--- src/rtl/regdump_uart_tx.sv ---
`timescale 1ns/1ps
// regdump_uart_tx: walks x0..NUM_REGS-1 through a shared combinational read port
// and streams a header plus every register value over a UART 8N1 transmit line.
// Build macro REGDUMP_ASCII_HEX_EN: send each word as 8 uppercase hex chars plus
// newline (header "R\n") instead of 4 raw bytes (header 0xA5).
module regdump_uart_tx #(
  parameter int unsigned CLKS_PER_BIT = 104,
  parameter int unsigned NUM_REGS     = 32
) (
  input  logic        clk,
  input  logic        rst,
  input  logic        dump_req,
  output logic [4:0]  rd_addr,
  input  logic [31:0] rd_data,
  output logic        tx,
  output logic        busy,
  output logic        done
);

  localparam int unsigned CW = $clog2(CLKS_PER_BIT);
`ifdef REGDUMP_ASCII_HEX_EN
  localparam int unsigned HDR_BYTES  = 2;
  localparam int unsigned WORD_BYTES = 9;
  localparam logic [7:0]  HDR_FIRST  = 8'h52;
  localparam logic [7:0]  HDR_NEXT   = 8'h0A;
`else
  localparam int unsigned HDR_BYTES  = 1;
  localparam int unsigned WORD_BYTES = 4;
  localparam logic [7:0]  HDR_FIRST  = 8'hA5;
  localparam logic [7:0]  HDR_NEXT   = 8'hA5;
`endif
  localparam logic [CW-1:0] BIT_LAST  = CW'(CLKS_PER_BIT - 1);
  localparam logic [4:0]    IDX_LAST  = 5'(NUM_REGS - 1);
  localparam logic [3:0]    STOP_BIT  = 4'd9;
  localparam logic [3:0]    HDR_LAST  = 4'(HDR_BYTES - 1);
  localparam logic [3:0]    WORD_LAST = 4'(WORD_BYTES - 1);

  typedef enum logic [2:0] {
    S_IDLE, S_HDR, S_FETCH, S_LOAD, S_SEND, S_FIN
  } state_t;

`ifdef REGDUMP_ASCII_HEX_EN
  // Uppercase ASCII hex digit for one nibble.
  function automatic logic [7:0] hex_char(input logic [3:0] nib);
    return (nib < 4'd10) ? (8'h30 + 8'(nib)) : (8'h37 + 8'(nib));
  endfunction

  // k-th character of a word's line: 8 hex digits MSB first, then newline.
  function automatic logic [7:0] word_byte(input logic [31:0] w, input logic [3:0] k);
    logic [7:0] b;
    case (k)
      4'd0:    b = hex_char(w[31:28]);
      4'd1:    b = hex_char(w[27:24]);
      4'd2:    b = hex_char(w[23:20]);
      4'd3:    b = hex_char(w[19:16]);
      4'd4:    b = hex_char(w[15:12]);
      4'd5:    b = hex_char(w[11:8]);
      4'd6:    b = hex_char(w[7:4]);
      4'd7:    b = hex_char(w[3:0]);
      default: b = 8'h0A;
    endcase
    return b;
  endfunction
`else
  // k-th raw byte of a word, MSB byte first.
  function automatic logic [7:0] word_byte(input logic [31:0] w, input logic [3:0] k);
    logic [7:0] b;
    case (k)
      4'd0:    b = w[31:24];
      4'd1:    b = w[23:16];
      4'd2:    b = w[15:8];
      default: b = w[7:0];
    endcase
    return b;
  endfunction
`endif

  state_t        state, state_nxt;
  logic [4:0]    idx, idx_nxt;
  logic [4:0]    rd_addr_nxt;
  logic [31:0]   word, word_nxt;
  logic [8:0]    sh, sh_nxt;
  logic [3:0]    bit_cnt, bit_cnt_nxt;
  logic [CW-1:0] clk_cnt, clk_cnt_nxt;
  logic [3:0]    byte_idx, byte_idx_nxt;
  logic          tx_nxt, busy_nxt, done_nxt;
  logic          frame_end, start_frame;
  logic [7:0]    load_byte;

  // State and datapath registers; reset aborts any frame in flight.
  always_ff @(posedge clk) begin
    if (rst) begin
      state    <= S_IDLE;
      idx      <= '0;
      rd_addr  <= '0;
      word     <= '0;
      sh       <= '1;
      bit_cnt  <= '0;
      clk_cnt  <= '0;
      byte_idx <= '0;
      tx       <= 1'b1;
      busy     <= 1'b0;
      done     <= 1'b0;
    end else begin
      state    <= state_nxt;
      idx      <= idx_nxt;
      rd_addr  <= rd_addr_nxt;
      word     <= word_nxt;
      sh       <= sh_nxt;
      bit_cnt  <= bit_cnt_nxt;
      clk_cnt  <= clk_cnt_nxt;
      byte_idx <= byte_idx_nxt;
      tx       <= tx_nxt;
      busy     <= busy_nxt;
      done     <= done_nxt;
    end
  end

  // Next-state, bit timing and byte sequencing.
  always_comb begin
    state_nxt    = state;
    idx_nxt      = idx;
    rd_addr_nxt  = rd_addr;
    word_nxt     = word;
    sh_nxt       = sh;
    bit_cnt_nxt  = bit_cnt;
    clk_cnt_nxt  = clk_cnt;
    byte_idx_nxt = byte_idx;
    tx_nxt       = tx;
    busy_nxt     = busy;
    done_nxt     = 1'b0;
    frame_end    = 1'b0;
    start_frame  = 1'b0;
    load_byte    = 8'h00;

    if (state == S_HDR || state == S_SEND) begin
      if (clk_cnt == BIT_LAST) begin
        clk_cnt_nxt = '0;
        if (bit_cnt == STOP_BIT) begin
          frame_end = 1'b1;
        end else begin
          tx_nxt      = sh[0];
          sh_nxt      = {1'b1, sh[8:1]};
          bit_cnt_nxt = bit_cnt + 4'd1;
        end
      end else begin
        clk_cnt_nxt = clk_cnt + CW'(1);
      end
    end

    case (state)
      S_IDLE: begin
        if (dump_req) begin
          state_nxt    = S_HDR;
          busy_nxt     = 1'b1;
          idx_nxt      = '0;
          byte_idx_nxt = '0;
          start_frame  = 1'b1;
          load_byte    = HDR_FIRST;
        end
      end
      S_HDR: begin
        if (frame_end) begin
          if (byte_idx == HDR_LAST) begin
            state_nxt = S_FETCH;
          end else begin
            byte_idx_nxt = byte_idx + 4'd1;
            start_frame  = 1'b1;
            load_byte    = HDR_NEXT;
          end
        end
      end
      S_FETCH: begin
        tx_nxt      = 1'b1;
        rd_addr_nxt = idx;
        state_nxt   = S_LOAD;
      end
      S_LOAD: begin
        tx_nxt       = 1'b1;
        word_nxt     = rd_data;
        byte_idx_nxt = '0;
        start_frame  = 1'b1;
        load_byte    = word_byte(rd_data, 4'd0);
        state_nxt    = S_SEND;
      end
      S_SEND: begin
        if (frame_end) begin
          if (byte_idx == WORD_LAST) begin
            if (idx == IDX_LAST) begin
              state_nxt = S_FIN;
            end else begin
              idx_nxt   = idx + 5'd1;
              state_nxt = S_FETCH;
            end
          end else begin
            byte_idx_nxt = byte_idx + 4'd1;
            start_frame  = 1'b1;
            load_byte    = word_byte(word, byte_idx + 4'd1);
          end
        end
      end
      S_FIN: begin
        done_nxt  = 1'b1;
        busy_nxt  = 1'b0;
        state_nxt = S_IDLE;
      end
      default: state_nxt = S_IDLE;
    endcase

    if (start_frame) begin
      tx_nxt      = 1'b0;
      sh_nxt      = {1'b1, load_byte};
      bit_cnt_nxt = '0;
      clk_cnt_nxt = '0;
    end
  end

endmodule

--- config.mk ---
export PLATFORM = sky130hd
export DESIGN_NAME = regdump_uart_tx
export DESIGN_NICKNAME = d
export VERILOG_FILES = /design/src/rtl/regdump_uart_tx.sv
export SDC_FILE = /design/constraint.sdc
export NUM_CORES = 1
export LEC_CHECK = 0
export BUFFER_PORTS_ARGS = -buffer_cell sky130_fd_sc_hd__buf_2
export CAP_MARGIN = 5
export CORE_MARGIN = 8
export CORE_UTILIZATION = 58
export DETAILED_ROUTE_END_ITERATION = 10
export PLACE_DENSITY = 0.87
export SYNTH_ARGS = -nofsm -noshare
export SYNTH_HDL_FRONTEND = slang
export SYNTH_SLANG_ARGS = --single-unit
--- constraint.sdc ---
create_clock -name clk -period 2.3 [get_ports clk]
set_input_delay 0.23 -clock clk [delete_from_list [all_inputs] [get_ports clk]]
set_output_delay 0.23 -clock clk [all_outputs]
set_load 0.01 [all_outputs]
==> metrics.md <==
| Metric | Value |
|---|---|
| Worst Path Arrival | `2.43 ns` |
| Initial antenna violation count | `0` |
| Placer Congestion | `0.926` |
| Most frequent cells in the layout | `nand2_1, dfxtp_1, a21oi_1` |
| Total power | `2.49 mW` |
| H-tree level count | `3` |
| Max IR drop VDD | `0.000596 V` |
| Fillers | `460` |
| WL final | `8780 um` |
| Mapped Cells | `413` |
| CORE AREA | `0.00582 mm2` |
| Wire per inst | `16.1 um` |
| Mapped Area | `0.00343 mm2` |
| Least-Margin Pin Slew | `0.539 ns` |
| CTS tree | `yes` |
| Final worst-path cycle share | `95.5%` |
| Area leader, netlist | `dfxtp_1` |
| Type of element capturing the critical path | `flip-flop` |
| Gr ovfl total | `0` |
| Clock-pin slew on the worst setup and hold paths | `0.08 ns` |
| Top Ports | `43` |
| Clock Tree Buf Depth | `2` |
| Top cells by area, synth | `dfxtp_1, nand2_1, a21oi_1` |
| Layout overhead on the synthesized area | `18.5%` |
| Port Buf Inserts | `42` |
| TNS Setup | `0 ns` |
| FFs w/ async S/R, synth | `0%` |
| Routed vias/inst | `5.95` |
| Yosys cell types | `57` |
| Synth Register Bits | `71` |
| Mean Syn Cell Area | `8.32 um2` |
| Commonest non-fill, non-tap cell in the layout | `nand2_1` |
| Starting Density | `59.1%` |
| Max-Cap Viols | `0` |
| Die width | `93.0 um` |
| Clk sink count | `71` |
| Leakage | `1.49 nW` |
| Initial DRC Count | `348` |
| Min Tclk post-route | `2.20 ns` |
| Fmax | `455 MHz` |
| # diodes | `0` |
| Register area share after synthesis | `41.4%` |
| Wire length of the first global-routing pass | `14,600 um` |
| Worst hold-check path type | `input pin to flip-flop` |
| Crit-path max FO | `9` |
| Ratio of cells with drive above 1 in the final layout | `22.3%` |
| YS warnings | `0` |
| Crit path to | `sh[6]` |
| Critical Path Source | `bit_cnt[1]` |
| Crit Path Class | `flip-flop to flip-flop` |
| Syn nets | `457` |
| Largest net degree at the start of global routing | `46` |
| Number of global-route vias before repair | `3,082` |
| Status | `complete, no violations` |
| Via Count | `3,245` |
| Post-synth EDFFs | `0` |
| Synth top area share | `41.4%` |
| Drt drc | `0` |
| Critical Path RT | `2.54 ns` |
| FF-to-FF setup slack | `0.10 ns` |
| Die outline area | `0.00864 mm2` |
| Post-DRT Antenna Nets | `0` |
| Pwr Density | `611 mW/mm2` |
| Startpoint Class | `flip-flop` |
| Worst R2R End | `sh[6]` |
| Final hold vios | `0` |
| Clock tree root buffer cell | `clkbuf_8` |
| Skew-Pair Late Insertion Delay | `0.35 ns` |
| All-Layer GR Usage | `20.7%` |
| Top_reg_cell synth | `dfxtp_1` |
| Relative slew margins | `63.9%` |
| Final Max Slew Viols | `0` |
| Reg2reg path depth | `9` |
| Post-DP HPWL | `6210 um` |
| Inserted Clock Buffers | `9` |
| Final setup viols | `0` |
| First-pass DRT Iterations | `6` |
| FF-to-FF Start | `bit_cnt[1]` |
| Nets | `509` |
| Die height | `93.0 um` |
| FP Rows | `28` |
| Clock Skews | `0.00866 ns` |
cell type report:
cell class,count,area (um2),share of cell area (%)
Multi-Input combinational cell,307,1910,46.8
Timing Repair Buffer,68,409,10.0
Inverter,8,30.0,0.738
Clock inverter,7,87.6,2.15
Sequential cell,71,1420,34.9
Clock buffer,9,124,3.04
Tap cell,75,93.8,2.30
state kept, by name, summed over array words and instances (netlist names):
name and cells:
bit_cnt 4, busy 1, sh 8, byte_idx 4
word 32, tx 1, idx 5, done 1
clk_cnt 7, rd_addr 5, state 3
cells by family after synthesis:
| family | share of synthesized area (%) |
|---|---|
| xor gates and xnor gates | 2.77 |
| and+or+nand+nor | 24.7 |
| buffers and inverters | 4.15 |
| AOI/OAI and AO/OA | 19.7 |
| adders and majority gates | 3.28 |
| DFF | 41.4 |
| muxes | 4.01 |
cells in the mapped netlist, types with 2 or more instances:
| library cell | number |
|---|---|
| clkbuf_1 | 19 |
| nor2_1 | 33 |
| a2111o_1 | 3 |
| nand2b_1 | 2 |
| nand2_1 | 80 |
| or3_1 | 4 |
| nor3_1 | 9 |
| inv_1 | 8 |
| xor2_1 | 5 |
| or2_2 | 2 |
| nor4b_1 | 3 |
| mux2_2 | 3 |
| and2_1 | 2 |
| ha_1 | 9 |
| nor3b_1 | 2 |
| o21ai_0 | 13 |
| a222oi_1 | 5 |
| a21oi_2 | 2 |
| a211oi_1 | 12 |
| a21o_1 | 2 |
| buf_2 | 6 |
| nor4_4 | 2 |
| nand3_1 | 5 |
| o21a_1 | 2 |
| dfxtp_1 | 71 |
| xnor2_1 | 4 |
| nand4_1 | 10 |
| nand3b_1 | 3 |
| o22ai_1 | 2 |
| a221oi_1 | 6 |
| and3_1 | 5 |
| mux2i_1 | 9 |
| a21oi_1 | 46 |
where the power goes:
group,switching [mW],internal [mW]
clock network,0.475,0.603
logic,0.0831,0.0676
registers,0.0120,1.25
how the worst min path moves through the flow:
stage | from | endpoint | cells past startpoint
2_1_floorplan | rd_data[1] | word[1] | 2
3_3_place_gp | word[29] | word[29] | 2
3_5_place_dp | word[4] | word[4] | 2
4_1_cts | rd_data[5] | word[5] | 3
5_1_grt | rd_data[9] | word[9] | 3
6_report | rd_data[5] | word[5] | 3
what timing repair did:
item	4_1_cts	5_1_grt
hold buffers	0	0
endpoints found under the setup margin	1	11
hold endpoints to repair	0	0
gates resized for setup	2	6
setup buffers	0	3
metrics by stage:
stage	hold WS (ns)	cells	instance area, um2	worst slack (ns)	utilization [%]
2_1_floorplan	0.366	413	3430	0.185	-
3_3_place_gp	0.444	526	3800	0.202	65.4
3_5_place_dp	0.447	526	3800	0.0424	65.4
4_1_cts	0.107	542	4020	0.0128	69.2
5_1_grt	0.109	545	4070	-0.0100	70.0
6_report	0.115	545	4070	0.104	70.0
metal layers:
layer	global-route usage (%)	wire [um]	vias to the layer above
met2	33.4	4200	125
met1	25.6	3850	1530
li1	-	-	1568
met5	0	0	-
met4	6.98	167	0
met3	6.23	552	22
critical path: stages, from the launching register on:
cell and delay [ns]:
dfxtp_1 0.38, inv_1 0.07, ha_1 0.20, and3b_1 0.23
nor4_4 0.28, buf_6 0.17, buf_4 0.12, mux2i_1 0.19
nand2_1 0.08, a221o_1 0.36
Note: power is estimated with default switching activity, not from simulation.
